--- src/rtl/screen_sel_seq.sv ---
// Frame-synchronous priority screen selector: latches a channel at frame_start, muxes ROM address and registers RGB on pixel_tick.
// Latency: selection 1 clk after frame_start, rgb 1 clk after a pixel_tick edge; no backpressure, outputs follow the video timing.
module screen_sel_seq #(
    parameter int                N_SCREENS    = 4,
    parameter int                RGB_W        = 3,
    parameter int                ADDR_W       = 11,
    parameter logic [RGB_W-1:0]  BG_RGB       = RGB_W'(1),
    parameter int                BLINK_FRAMES = 30,
    localparam int               SEL_W        = (N_SCREENS > 1) ? $clog2(N_SCREENS) : 1
) (
    input  logic                          clk,
    input  logic                          reset,
    input  logic                          pixel_tick,
    input  logic                          frame_start,
    input  logic                          video_on,
    input  logic [N_SCREENS-1:0]          ce,
    input  logic [N_SCREENS*RGB_W-1:0]    rgb_in,
    input  logic [N_SCREENS*ADDR_W-1:0]   addr_in,
    input  logic                          blink_en,
    output logic [RGB_W-1:0]              rgb,
    output logic [ADDR_W-1:0]             rom_addr,
    output logic [SEL_W-1:0]              active_sel,
    output logic                          active_valid,
    output logic                          switched
);

    localparam int CNT_W = $clog2(BLINK_FRAMES) + 1;

    typedef enum logic [1:0] {
        ST_NONE,
        ST_SHOW,
        ST_HIDE
    } state_t;

    state_t             state_q, state_d;
    logic [SEL_W-1:0]   sel_q, sel_d;
    logic [CNT_W-1:0]   cnt_q, cnt_d;
    logic               switched_q, switched_d;
    logic [RGB_W-1:0]   rgb_q, rgb_d;

    logic [RGB_W-1:0]   ch_rgb  [N_SCREENS];
    logic [ADDR_W-1:0]  ch_addr [N_SCREENS];
    logic [SEL_W-1:0]   pend;
    logic               pend_valid;
    logic               sel_change;
    logic               show_ch;

    for (genvar g = 0; g < N_SCREENS; g++) begin : g_unpack
        assign ch_rgb[g]  = rgb_in[g*RGB_W +: RGB_W];
        assign ch_addr[g] = addr_in[g*ADDR_W +: ADDR_W];
    end

    // Ascending scan so the highest requesting index wins.
    always_comb begin
        pend       = '0;
        pend_valid = |ce;
        for (int i = 0; i < N_SCREENS; i++) begin
            if (ce[i]) begin
                pend = SEL_W'(i);
            end
        end
    end

    // sel is meaningless while idle, so going idle->idle never counts as a change.
    assign sel_change = (pend_valid != (state_q != ST_NONE)) ||
                        (pend_valid && (pend != sel_q));

    always_comb begin
        state_d    = state_q;
        sel_d      = sel_q;
        cnt_d      = cnt_q;
        switched_d = 1'b0;

        if (!blink_en) begin
            cnt_d = '0;
            if (state_q == ST_HIDE) begin
                state_d = ST_SHOW;
            end
        end

        if (frame_start) begin
            if (sel_change) begin
                switched_d = 1'b1;
                cnt_d      = '0;
                if (pend_valid) begin
                    sel_d   = pend;
                    state_d = ST_SHOW;
                end else begin
                    state_d = ST_NONE;
                end
            end else if (blink_en && (state_q != ST_NONE)) begin
                if (cnt_q == CNT_W'(BLINK_FRAMES - 1)) begin
                    cnt_d   = '0;
                    state_d = (state_q == ST_SHOW) ? ST_HIDE : ST_SHOW;
                end else begin
                    cnt_d = cnt_q + CNT_W'(1);
                end
            end
        end
    end

    // A HIDE state with blink_en already dropped shows the channel on this very tick.
    assign show_ch = (state_q == ST_SHOW) || ((state_q == ST_HIDE) && !blink_en);

    always_comb begin
        rgb_d = rgb_q;
        if (pixel_tick) begin
            if (!video_on) begin
                rgb_d = '0;
            end else if (show_ch) begin
                rgb_d = ch_rgb[sel_q];
            end else begin
                rgb_d = BG_RGB;
            end
        end
    end

    always_ff @(posedge clk or posedge reset) begin
        if (reset) begin
            state_q    <= ST_NONE;
            sel_q      <= '0;
            cnt_q      <= '0;
            switched_q <= 1'b0;
            rgb_q      <= '0;
        end else begin
            state_q    <= state_d;
            sel_q      <= sel_d;
            cnt_q      <= cnt_d;
            switched_q <= switched_d;
            rgb_q      <= rgb_d;
        end
    end

    assign rgb          = rgb_q;
    assign active_sel   = sel_q;
    assign active_valid = (state_q != ST_NONE);
    assign switched     = switched_q;
    assign rom_addr     = active_valid ? ch_addr[sel_q] : '0;

endmodule
--- config.mk ---
export PLATFORM = sky130hd
export DESIGN_NAME = screen_sel_seq
export DESIGN_NICKNAME = d
export VERILOG_FILES = /design/src/rtl/screen_sel_seq.sv
export SDC_FILE = /design/constraint.sdc
export NUM_CORES = 1
export LEC_CHECK = 0
export CAP_MARGIN = 30
export CELL_PAD_IN_SITES_DETAIL_PLACEMENT = 1
export CELL_PAD_IN_SITES_GLOBAL_PLACEMENT = 1
export CORE_MARGIN = 2
export CORE_UTILIZATION = 23
export CTS_BUF_LIST = sky130_fd_sc_hd__clkbuf_8
export DETAILED_ROUTE_END_ITERATION = 8
export GPL_TIMING_DRIVEN = 0
export PLACE_DENSITY_LB_ADDON = 0.05
export REMOVE_ABC_BUFFERS = 1
export SYNTH_ARGS = -nofsm -noshare
export SYNTH_HDL_FRONTEND = slang
export SYNTH_SLANG_ARGS = --single-unit
--- constraint.sdc ---
create_clock -name clk -period 1.7 [get_ports clk]
set_input_delay 0.255 -clock clk [delete_from_list [all_inputs] [get_ports clk]]
set_output_delay 0.255 -clock clk [all_outputs]
set_load 0.01 [all_outputs]
# After elaboration in Yosys (flattened, before gate mapping)
# Index checks and enable logic that the tools add are counted.
dict set report word_totals {
  register_bits 14
  output_inout_bits 18
  wordCells 49
}
dict set report op_classes {
  addsub 1
  n_lt_le_gt_ge 1
  eq_ne 5
  mux 27
  bitwise_logic 1
  n_reduce_logical 9
}
# operator n
set ops {}
lappend ops {{11-bit 2-to-1 mux} 3}
lappend ops {{6-bit 2-to-1 mux} 5}
lappend ops {{11-bit binary-select mux with 2-bit select} 1}
lappend ops {{2-bit 2-to-1 mux} 9}
lappend ops {{3-bit 2-to-1 mux} 4}
lappend ops {{6-bit by 1-bit adder with 6-bit output (second input constant)} 1}
lappend ops {{3-bit binary-select mux with 2-bit select} 1}
lappend ops {{6-bit by 5-bit == test with 1-bit output (second input constant)} 1}
lappend ops {{1-bit 2-to-1 mux} 4}
lappend ops {{4-bit OR reduction} 1}
lappend ops {{3-bit greater-or-equal comparator (second input constant)} 1}
lappend ops {{1-bit logical AND} 3}
lappend ops {{2-bit inverter with 3-bit output} 1}
lappend ops {{3-bit AND reduction} 1}
lappend ops {{2-bit by 1-bit == test with 1-bit output (second input constant)} 1}
lappend ops {{2-bit == test (second input constant)} 1}
lappend ops {{1-bit logical OR} 2}
lappend ops {{2-bit inequality test} 1}
lappend ops {{2-bit nonzero test} 1}
lappend ops {{1-bit zero test} 1}
lappend ops {{1-bit inequality test} 1}

# Depth between registers and ports, before layout
# Gate-level depths: netlist (run 1).
dict set report logic_depth {
  ltp_word 8
  mapped_depth 7
  mapped_depth_nobuf 7
}

# Worst setup path after synthesis (run 1)
# Ideal clock, no wire load.
dict set report synth_timing {
  path_kind {register to output}
  startpoint {reg sel_q[0] (netlist: active_sel[0])}
  endpoint {out rom_addr[3]}
  t_arrival_ps 1553
  slack_ps -108
  path_stages_with_launch 5
  path_cell_list {dfrtp_1 buf_4 buf_2 mux4_2 and2_1}
}
dict set report synth_via {
  elab_chain_len 5
}
# element line_no
set synth_rtl {}
lappend synth_rtl {{start: declaration} 36} ;# logic [SEL_W-1:0] sel_q, sel_d;
lappend synth_rtl {{start signal: assignment} 127} ;# sel_q <= sel_d;
lappend synth_rtl {{2-bit inverter with 3-bit output (implied by the code)} 138} ;# assign rom_addr = active_valid ? ch_addr[sel_q] : '0;
lappend synth_rtl {{11-bit binary-select mux with 2-bit select} 138}
lappend synth_rtl {{11-bit 2-to-1 mux (implied by the code) (2 in series)} 138}
lappend synth_rtl {{11-bit 2-to-1 mux} 138}
lappend synth_rtl {{end: declaration} 21} ;# output logic [ADDR_W-1:0] rom_addr,
# No other way between the ends. The select of a mux whose other input is x is not followed.

# Worst setup path in the final report (run 1)
dict set report layout_timing {
  startpoint {reg sel_q[0] (netlist: active_sel[0])}
  endpoint {out rom_addr[10]}
}
# Same word-level chain as after synthesis.

==> impl_summary.log, run 1 <==
INFO  metric async_flop_share = 100%
INFO  metric number_of_antenna_violations_at_the_first_check_in_global_routing = 0
INFO  metric finalSetupTns = -1630 ps
INFO  metric drt_iter0_markers = 40
INFO  metric synth-edff-count = 0
INFO  metric cts_buffer_depth = 2
INFO  metric clockPowerShare = 22.4%
INFO  metric vias_per_cell = between 4 and 5
INFO  metric worstSkewPairLatency = about 250 ps
INFO  metric synthDominantCellAreaShare = 28.0%
INFO  metric r2r-end = cnt_q[4]$_DFF_PP0_
INFO  metric input_output_buffers = 83
INFO  metric cts-root-buf = sky130_fd_sc_hd__clkbuf_8
INFO  metric netlist_top_cells_area = sky130_fd_sc_hd__dfrtp_1 28%, sky130_fd_sc_hd__mux4_2 25%, sky130_fd_sc_hd__and2_1 5.5%
INFO  metric track_usage = around 18%
INFO  metric power.sequential.fraction = 26.7%
INFO  metric drv.max_cap_violation_count = 0
INFO  metric timing.final.hold_violations = 0
INFO  metric design.core.area = about 0.0052 mm²
INFO  metric synth-seq-area-share = ~28%
INFO  metric fp.dieH = between 70 and 80 µm
INFO  metric yosys_warnings = 0
INFO  metric routed_wirelength = ~5.6 mm
INFO  metric detail_route.drc_violations = 0
INFO  metric ir_worst_vdd = around 0.00026 V
INFO  metric finalCoreUtilization = roughly half
INFO  metric total_leakage_power = between 1 and 1.5 nW
INFO  metric grt_pass1_vias = ~1500
INFO  metric yosys_most_used_dff = sky130_fd_sc_hd__dfrtp_1
INFO  metric syn_area_per_cell = 9.94 µm²
INFO  metric cp_cell_sequence = buf_8, mux4_2, and2_1, buf_2
INFO  metric critPathBufInv = 2
INFO  metric cts_inserted_buffers = 3
INFO  metric worst_r2r_startpoint = active_sel[0]$_DFFE_PP0P_
INFO  metric sequential_area = 360 µm²
INFO  metric global_route_wire_length_before_repair = between 8 and 9 mm
INFO  metric layout.nets = roughly 300
INFO  metric synth_largest_area_cell = sky130_fd_sc_hd__dfrtp_1
INFO  metric placedCellCount = 271
INFO  metric die-width = 77.8 µm
INFO  metric hold_path.class = primary input to async pin
INFO  metric grt_start_max_net_pins = 17
INFO  metric ys_ff_latch = 14
INFO  metric setup_ws_post_layout = -152 ps
INFO  metric path_depth = 4
INFO  metric finalNonFillerCells = between 200 and 300
INFO  metric detail_route.wl_per_cell = ~19 µm
INFO  metric clk_transition_reported_paths = 60 ps
INFO  metric grt_overflow = 0
INFO  metric dp_hpwl = between 4 and 5 mm
INFO  metric cpLargestDelayFamily = multiplexers
INFO  metric globalplace.congestion = about 0.83
INFO  metric cp-start-kind = flop
INFO  metric drv_slew = 0
INFO  metric internal_power = ~1.0 mW
INFO  metric power.switching = 0.411 mW
INFO  metric share_comb_of_total_power = around half
INFO  metric crit_required = roughly 1400 ps
INFO  metric placementRows = 26
INFO  metric final_area = 0.00254 mm²
INFO  metric share_of_the_clock_period_used_by_the_worst_path_after_layout = 109%
INFO  metric nFillCells = roughly 560
INFO  metric routed-via-count = approximately 1400
INFO  metric area_growth = 103%
INFO  metric h-tree-depth = 1
INFO  metric data_arrival_critical_path = around 1600 ps
INFO  metric power-per-cell-area = roughly 570 mW/mm²
INFO  metric maxSlewHeadroom = between 60% and 70%
INFO  metric synthTopCellsByCount = 14 x sky130_fd_sc_hd__dfrtp_1, 14 x sky130_fd_sc_hd__mux4_2, 12 x sky130_fd_sc_hd__inv_1
INFO  metric initial_utilization = 24.2%
INFO  metric worst-r2r-setup-slack = -70 ps
INFO  metric violations = setup timing
INFO  metric yosys.cell_types.count = 39
INFO  metric worst-r2r-cell-count = 6
INFO  metric post_route_cells_drive_above_1_share = about two fifths
INFO  metric post_cts_hold_buffer_count = 0
INFO  metric slowest_stage = sky130_fd_sc_hd__mux4_2
INFO  metric worstPathMaxFanout = 6
INFO  metric place_area = 0.00213 mm²
INFO  metric grt_setup_unrepaired = true
INFO  metric antenna_cells = 0
INFO  metric synth_area = 0.00125 mm²
INFO  metric final.min_clock_period = between 1500 and 2000 ps
INFO  metric finalSetupViolations = 14
INFO  metric worstSetupEndpointType = primary output
INFO  metric max_freq = ~0.54 GHz
INFO  metric clkSinkCount = 14
INFO  metric p_sw_share = approximately 28%
INFO  metric cts_tree = built
INFO  metric die_area = between 0.006 and 0.007 mm²
INFO  metric combined_area_of_the_multi_input_logic_cells = approximately 930 µm²
INFO  metric cp_slowest_stage_delay = around 500 ps
INFO  metric finClkSkew = between 7 and 8 ps
INFO  metric firstDrtPassIters = 4
INFO  metric status = finished, violations left
INFO  metric tightest_slew = slightly below 600 ps
INFO  metric top_level_ports = 84
INFO  metric timing.setup.critical_path_class = flop to primary output
INFO  metric fin_hold_ws = ~380 ps
INFO  metric antenna_violating_nets_post_route = 0
INFO  metric synth_cells = approximately 130
-- power by group through the flow --
stage / Clock, mW / Sequential [mW] / Combinational (mW)
CTS: 0.333 / 0.389 / 0.625
floorplan: 0 / 0.408 / 0.221
detailed placement: 0 / 0.414 / 0.557
global route: 0.356 / 0.393 / 0.789
global placement: 0 / 0.412 / 0.545
finish: 0.327 / 0.389 / 0.742
-- registers in the layout, summed over array words and instances (netlist names) --
signal / count
cnt_q: 6
rgb: 3
active_sel: 2
state_q: 2
switched: 1
-- layout by cell type (no fill, tap or decap), types with 2 or more instances in the layout --
| master | netlist | final |
|---|---|---|
| sky130_fd_sc_hd__a21oi_1 | 5 | 3 |
| sky130_fd_sc_hd__a21oi_2 | 1 | 3 |
| sky130_fd_sc_hd__a32oi_1 | 2 | 2 |
| sky130_fd_sc_hd__and2_1 | 11 | 2 |
| sky130_fd_sc_hd__and2_4 | 0 | 9 |
| sky130_fd_sc_hd__buf_2 | 2 | 2 |
| sky130_fd_sc_hd__buf_4 | 1 | 14 |
| sky130_fd_sc_hd__buf_6 | 1 | 17 |
| sky130_fd_sc_hd__clkbuf_8 | 0 | 4 |
| sky130_fd_sc_hd__clkdlybuf4s50_1 | 0 | 67 |
| sky130_fd_sc_hd__dfrtp_1 | 14 | 10 |
| sky130_fd_sc_hd__dfrtp_2 | 0 | 2 |
| sky130_fd_sc_hd__dfrtp_4 | 0 | 2 |
| sky130_fd_sc_hd__dlymetal6s2s_1 | 0 | 5 |
| sky130_fd_sc_hd__inv_1 | 12 | 8 |
| sky130_fd_sc_hd__inv_2 | 1 | 4 |
| sky130_fd_sc_hd__mux4_2 | 14 | 14 |
| sky130_fd_sc_hd__nand2_1 | 10 | 9 |
| sky130_fd_sc_hd__nand2b_1 | 4 | 4 |
| sky130_fd_sc_hd__nand3_1 | 2 | 2 |
| sky130_fd_sc_hd__nor2_1 | 7 | 5 |
| sky130_fd_sc_hd__nor3_2 | 1 | 2 |
| sky130_fd_sc_hd__nor3_4 | 1 | 2 |
| sky130_fd_sc_hd__o211ai_1 | 2 | 2 |
| sky130_fd_sc_hd__o21a_1 | 2 | 2 |
| sky130_fd_sc_hd__o21ai_0 | 6 | 3 |
| sky130_fd_sc_hd__o21ai_1 | 0 | 3 |
-- logic make-up (layout without fill, tap and decap cells) --
logic type,after synthesis,count (layout),synth area share [%]
buffers and inverters,21,123,7.39
multiplexers,16,16,27.0
flip-flops,14,14,28.0
AND/OR/NAND/NOR,44,44,19.4
XOR/XNOR,1,1,0.699
AO/OA/AOI/OAI,28,28,15.6
adder cells (fa/ha/maj),2,2,2.00
-- worst register-to-register path: cells and delay by family (launching register included) --
family,cells,cell delay (ps)
buffers and inverters,3,390
DFF,1,500
AOI/OAI and AO/OA,2,650
xor gates and xnor gates,1,120
-- metal layers --
layer / wire (µm) / GRT usage [%]
met1: 2160 / 21.5
met2: 3140 / 32.4
met3: 283 / 4.53
met4: 14 / 1.61
met5: 0 / 0
-- metrics by stage --
step | power [mW] | worst slack [ps]
floorplan | 0.629 | -198
global placement | 0.957 | -806
detailed placement | 0.971 | -846
CTS | 1.35 | -152
global route | 1.54 | -201
finish | 1.46 | -152
-- repair_timing --
item                       in CTS  in global routing
setup buffers                  14                  9
pin swaps                      17                  9
setup endpoints to repair      26                 25
resized for setup              76                 33
-- worst max path at each step --
stage / start / endpoint / slack (ps)
after floorplan: active_sel[0]$_DFFE_PP0P_ / rom_addr[0] / -200
after CTS: active_sel[0]$_DFFE_PP0P_ / rom_addr[6] / -150
final: active_sel[0]$_DFFE_PP0P_ / rom_addr[10] / -150
after global routing: active_sel[0]$_DFFE_PP0P_ / rom_addr[6] / -200
after detailed placement: active_sel[0]$_DFFE_PP0P_ / rom_addr[8] / -850
after global placement: active_sel[0]$_DFFE_PP0P_ / rom_addr[4] / -810
-- cell type report --
cell class | count | area share [%]
timing repair buffer | 106 | 41.5
multi-input combinational | 91 | 36.7
sequential | 14 | 14.2
tap | 70 | 3.45
clock buffer | 4 | 2.17
inverter | 13 | 2.02
No activity file was read; power rests on OpenSTA's default activity.
==> run 2: changes to the inputs <==
- REMOVE_ABC_BUFFERS: 1 -> default
==> run 2 against run 1 <==
  * The flow still finishes with violations (setup timing)
  * Clock skew shrank 6.5 ps
  * Clock-buffer cell count is the same
  * Die area is the same
  * Critical endpoint is now rom_addr[4]
  * Largest cell class unchanged
==> impl_summary.log, run 2 (synthesis gave the netlist of run 1 again) <==
INFO  metric status = finished, violations left
INFO  metric violations = setup timing
INFO  metric die-width = 77.8 µm
INFO  metric routed_wirelength = approximately 4.7 mm
INFO  metric timing.setup.critical_path_class = flop to primary output
INFO  metric tightest_slew = between 500 and 600 ps
INFO  metric cts-root-buf = sky130_fd_sc_hd__clkbuf_8
INFO  metric maxSlewHeadroom = 65.0%
INFO  metric grt_setup_unrepaired = true
INFO  metric cp-start-kind = flop
INFO  metric drt_iter0_markers = between 40 and 50
INFO  metric post_route_cells_drive_above_1_share = a little over a third
INFO  metric place_area = roughly 0.0022 mm²
INFO  metric largest_register = cnt_q
INFO  metric routed-via-count = between 1000 and 1500
INFO  metric finalNonFillerCells = roughly 300
INFO  metric area_growth = 99.1%
INFO  metric global_route_wire_length_before_repair = ~7.0 mm
INFO  metric timing.final.hold_violations = 0
INFO  metric slowest_stage = sky130_fd_sc_hd__mux4_2
INFO  metric worstSetupEndpointType = primary output
INFO  metric share_of_the_clock_period_used_by_the_worst_path_after_layout = 111%
INFO  metric pre_cts_slack = -722 ps
INFO  metric dp_hpwl = 3.72 mm
INFO  metric crit_required = 1440 ps
INFO  metric hold_path.class = primary input to async pin
INFO  metric firstDrtPassIters = 4
INFO  metric input_output_buffers = 81
INFO  metric power = ~1.4 mW
INFO  metric detail_route.drc_violations = 0
INFO  metric fin_hold_ws = approximately 370 ps
INFO  metric finClkSkew = around 1.3 ps
INFO  metric h-tree-depth = 1
INFO  metric critPathBufInv = 3
INFO  metric cp_slowest_stage_delay = about 480 ps
INFO  metric die_area = between 0.006 and 0.007 mm²
INFO  metric cpLargestDelayFamily = multiplexers
INFO  metric power-per-cell-area = roughly 560 mW/mm²
INFO  metric placementRows = 26
INFO  metric detail_route.wl_per_cell = around 16 µm
INFO  metric grt_start_max_net_pins = 15
INFO  metric antenna_cells = 0
INFO  metric total_leakage_power = 1.03 nW
INFO  metric max_freq = roughly 0.53 GHz
INFO  metric mostFrequentLayoutCell = sky130_fd_sc_hd__clkdlybuf4s50_1
INFO  metric cts_inserted_buffers = 3
INFO  metric cp_cell_sequence = buf_6, buf_12, mux4_2, and2_1, buf_2
INFO  metric cts_tree = built
INFO  metric antenna_violating_nets_post_route = 0
INFO  metric ir_worst_vdd = between 0.0002 and 0.0003 V
INFO  metric data_arrival_critical_path = 1620 ps
INFO  metric worstPathMaxFanout = 5
INFO  metric setup_ws_post_layout = -180 ps
INFO  metric drv.max_cap_violation_count = 0
INFO  metric cts_buffer_depth = 2
INFO  metric globalplace.congestion = roughly 0.75
INFO  metric layout.nets = 300
INFO  metric design.core.area = between 0.005 and 0.006 mm²
INFO  metric mostFrequentLayoutCells = 68 x sky130_fd_sc_hd__clkdlybuf4s50_1, 18 x sky130_fd_sc_hd__buf_4, 14 x sky130_fd_sc_hd__mux4_2
INFO  metric vias_per_cell = 4.59
INFO  metric clk_transition_reported_paths = 60 ps
INFO  metric finalSetupViolations = 11
INFO  metric top_level_ports = 84
INFO  metric track_usage = between 10 and 15%
INFO  metric initial_utilization = about a quarter
INFO  metric final_area = 0.00249 mm²
INFO  metric clkSinkCount = 14
INFO  metric placedCellCount = 277
INFO  metric syn-num-nets = around 190
INFO  metric grt_pass1_vias = 1435
INFO  metric grt_overflow = 0
INFO  metric fp.dieH = between 70 and 80 µm
INFO  metric worstSkewPairLatency = around 240 ps
INFO  metric number_of_antenna_violations_at_the_first_check_in_global_routing = 0
INFO  metric flip_flop_count_of_the_largest_register_after_layout = 6
INFO  metric drv_slew = 0
INFO  metric final.min_clock_period = ~1900 ps
run 2: per-stage QoR:
step           TNS (ps)  utilization (%)
2_1_floorplan         0                -
3_3_place_gp      -7020             41.7
3_5_place_dp      -7790             41.7
4_1_cts           -2190             45.0
5_1_grt           -2690             48.2
6_report          -1830             48.2
run 2: layout make-up:
cell class,count,area [µm²]
plain buffers,8,76.3
clock buffers,4,55.1
fillers,581,2680
inverters,13,48.8
multi-input cells,91,903
flip-flops and latches,14,355
well taps,70,87.6
repair buffers,101,967
run 2: what timing repair did:
action                     CTS  global route
gates cloned                 1             0
gates resized for setup     62            27
hold buffers                 0             0
buffers inserted             9            11
pin swaps                   12             6
setup endpoints to repair   16            16
run 2: final timing paths:
path / from / to / slack, ps / depth (start not counted)
max in group asynchronous: reset / state_q[1]$_DFF_PP0_ / 950 / 2
setup reg to reg: active_sel[0]$_DFFE_PP0P_ / cnt_q[3]$_DFF_PP0_ / 30 / 7
hold reg to reg: rgb[0]$_DFFE_PP0P_ / rgb[0]$_DFFE_PP0P_ / 530 / 2
hold / removal: reset / rgb[1]$_DFFE_PP0P_ / 370 / 2
setup / recovery: active_sel[0]$_DFFE_PP0P_ / rom_addr[4] / -180 / 5
min in group clk: blink_en / cnt_q[5]$_DFF_PP0_ / 400 / 3
run 2: power breakdown:
group | switching, mW | internal, mW | total, mW | leakage [nW]
combinational | 0.248 | 0.457 | 0.705 | 0.826
sequential | 0.0158 | 0.355 | 0.371 | 0.175
clock | 0.113 | 0.205 | 0.318 | 0.0288
total | 0.377 | 1.02 | 1.39 | 1.03
run 2: worst register-to-register path, stage by stage (launching register included):
cell,delay (ps)
sky130_fd_sc_hd__dfrtp_1,390
sky130_fd_sc_hd__buf_6,140
sky130_fd_sc_hd__buf_12,130
sky130_fd_sc_hd__buf_4,140
sky130_fd_sc_hd__xnor2_2,140
sky130_fd_sc_hd__o31a_1,260
sky130_fd_sc_hd__buf_6,140
sky130_fd_sc_hd__a311oi_2,230
run 2: layer usage:
metal	GRT usage [%]	wire length [µm]	up-vias
met3	3.26	198	2
met2	27.8	2670	33
met5	0	0	-
met4	1.61	19	0
met1	17.4	1860	675
li1	-	-	673
==> run 3: changes to the inputs <==
- CORE_UTILIZATION: 23 -> 28
- clock period: 1.7 -> 2.3 ns (I/O delays scaled with it)
==> run 3 against run 2 <==
  * Largest cell class unchanged
  * Via count rose by 0.72%
  * The flow now finishes without violations
  * Global-route usage grew 4.7 points
  * Critical path type unchanged
  * Critical path depth unchanged
  * Critical endpoint is now rom_addr[9]
  * Clock power decreased by 38%
  * Worst hold slack gained 68 ps
  * Clock skew is essentially flat
  * Largest power group unchanged
  * Sequential power is 26% lower
==> impl_summary.log, run 3 (synthesis gave the netlist of run 1 again) <==
INFO  metric worstPathMaxFanout = 10
INFO  metric vias_per_cell = ~5.3
INFO  metric finClkSkew = around 0.94 ps
INFO  metric finalSetupViolations = 0
INFO  metric mostFrequentLayoutCells = 70 x sky130_fd_sc_hd__clkdlybuf4s50_1, 14 x sky130_fd_sc_hd__mux4_2, 14 x sky130_fd_sc_hd__dfrtp_1
INFO  metric routed-via-count = approximately 1400
INFO  metric number_of_antenna_violations_at_the_first_check_in_global_routing = 0
INFO  metric top_level_ports = 84
INFO  metric global_route.usage.met1 = around 25%
INFO  metric launch_point_of_the_worst_path = active_sel[0]$_DFFE_PP0P_
INFO  metric cts-root-buf = sky130_fd_sc_hd__clkbuf_8
INFO  metric total_leakage_power = around 0.9 nW
INFO  metric flip_flop_count_of_the_largest_register_after_layout = 6
INFO  metric nFillCells = 488
INFO  metric h-tree-depth = 1
INFO  metric final_area = between 0.002 and 0.0025 mm²
INFO  metric maxSlewHeadroom = 62.6%
INFO  metric cp-start-kind = flop
INFO  metric layout.nets = 283
INFO  metric worstSkewPairLatency = 240 ps
INFO  metric data_arrival_critical_path = 1840 ps
INFO  metric cts_inserted_buffers = 3
INFO  metric tightest_slew = around 560 ps
INFO  metric initial_utilization = approximately 29%
INFO  metric worstSetupEndpointType = primary output
INFO  metric status = complete, no violations
INFO  metric firstDrtPassIters = 4
INFO  metric max_freq = between 0.4 and 0.5 GHz
INFO  metric mostFrequentLayoutCell = sky130_fd_sc_hd__clkdlybuf4s50_1
INFO  metric clk_transition_reported_paths = ~50 ps
INFO  metric syn-num-nets = about 190
INFO  metric antenna_cells = 0
INFO  metric cts_buffer_depth = 2
INFO  metric dp_hpwl = 4.09 mm
INFO  metric grt_setup_unrepaired = false
INFO  metric grt_overflow = 0
INFO  metric share_of_the_clock_period_used_by_the_worst_path_after_layout = between 90% and 100%
INFO  metric place_area = between 0.002 and 0.0025 mm²
INFO  metric drv.max_cap_violation_count = 0
INFO  metric globalRouteMet2Util = about a third
INFO  metric worst_r2r_startpoint = cnt_q[0]$_DFF_PP0_
INFO  metric cts_tree = built
INFO  metric combined_area_of_the_multi_input_logic_cells = between 800 and 900 µm²
INFO  metric antenna_violating_nets_post_route = 0
INFO  metric clkSinkCount = 14
INFO  metric crit_required = just under 2000 ps
INFO  metric drt_iter0_markers = 23
INFO  metric timing.final.hold_violations = 0
INFO  metric placementRows = 24
INFO  metric global_route_wire_length_before_repair = around 7.7 mm
INFO  metric grt_util_met3 = 3.85%
INFO  metric input_output_buffers = approximately 80
INFO  metric grt_pass1_vias = ~1400
INFO  metric final.min_clock_period = around 2200 ps
INFO  metric setup_ws_post_layout = approximately 110 ps
INFO  metric sequential_area = between 300 and 400 µm²
INFO  metric drv_slew = 0
INFO  metric pre_cts_slack = -162 ps
INFO  metric grt_busiest_layer = met2
INFO  metric detail_route.drc_violations = 0
INFO  metric finalSetupTns = 0 ps
INFO  metric area_growth = 77.7%
INFO  metric globalplace.congestion = ~0.84
INFO  metric fp.dieH = 70.9 µm
INFO  metric hold_path.class = primary input to async pin
INFO  metric grt_start_max_net_pins = 15
INFO  metric design.core.area = 0.00432 mm²
INFO  metric post_route_cells_drive_above_1_share = 16.4%
INFO  metric power-per-cell-area = a little over 400 mW/mm²
INFO  metric timing.setup.critical_path_class = flop to primary output
INFO  metric die-width = 70.9 µm
INFO  metric die_area = between 0.005 and 0.006 mm²
INFO  metric routed_wirelength = 4.85 mm
INFO  metric ir_worst_vdd = about 0.00045 V
INFO  metric largest_register = cnt_q
INFO  metric track_usage = around a fifth
INFO  metric power = around 0.9 mW
INFO  metric detail_route.wl_per_cell = roughly 18 µm
-- run 3: worst paths after layout --
path,end,slack [ps],cells after the start
min reg2reg,rgb[0]$_DFFE_PP0P_,530,2
min in group clk,cnt_q[5]$_DFF_PP0_,480,3
min,switched$_DFF_PP0_,440,2
max,rom_addr[9],110,5
max reg2reg,cnt_q[4]$_DFF_PP0_,470,6
max in group asynchronous,rgb[2]$_DFFE_PP0P_,1510,2
-- run 3: what timing repair did --
| item | CTS | global route |
|---|---|---|
| hold buffers | 0 | 0 |
| hold endpoints to repair | 0 | 0 |
| setup buffers | 3 | 0 |
| gates resized for setup | 19 | 2 |
| gates cloned | 0 | 0 |
| endpoints found under the setup margin | 11 | 1 |
-- run 3: final cells by class --
class / count / area share (%)
repair buffers: 84 / 37.5
multi-input cells: 91 / 36.7
flip-flops and latches: 14 / 15.7
plain buffers: 8 / 3.04
well taps: 52 / 2.92
inverters: 13 / 2.19
clock buffers: 3 / 1.85
-- run 3: metal layers --
metal / routed length [µm] / up-vias / part of all wire [%]
li1: - / 641 / -
met1: 2070 / 689 / 43
met2: 2380 / 59 / 49
met3: 362 / 4 / 7.5
met4: 42 / 0 / 0.87
met5: 0 / - / 0
-- run 3: report_power, final --
group	leakage (nW)	internal (mW)	switching (mW)
Sequential	0.180	0.262	0.0117
Clock	0.0216	0.116	0.0819
Combinational	0.701	0.284	0.169
Total	0.903	0.662	0.262
-- run 3: per-stage QoR --
step | hold WS [ps] | util (%) | std cells
final | 443 | 51.5 | 265
after global routing | 511 | 51.5 | 265
after CTS | 469 | 51.3 | 265
after detailed placement | 532 | 49.2 | 259
after global placement | 510 | 49.2 | 259
after floorplan | 234 | - | 126
-- run 3: critical path: stages, from the launching register on --
cell and delay [ps]:
sky130_fd_sc_hd__dfrtp_1 360, sky130_fd_sc_hd__buf_6 140, sky130_fd_sc_hd__buf_12 150, sky130_fd_sc_hd__mux4_2 500
sky130_fd_sc_hd__and2_1 170, sky130_fd_sc_hd__dlygate4sd2_1 280
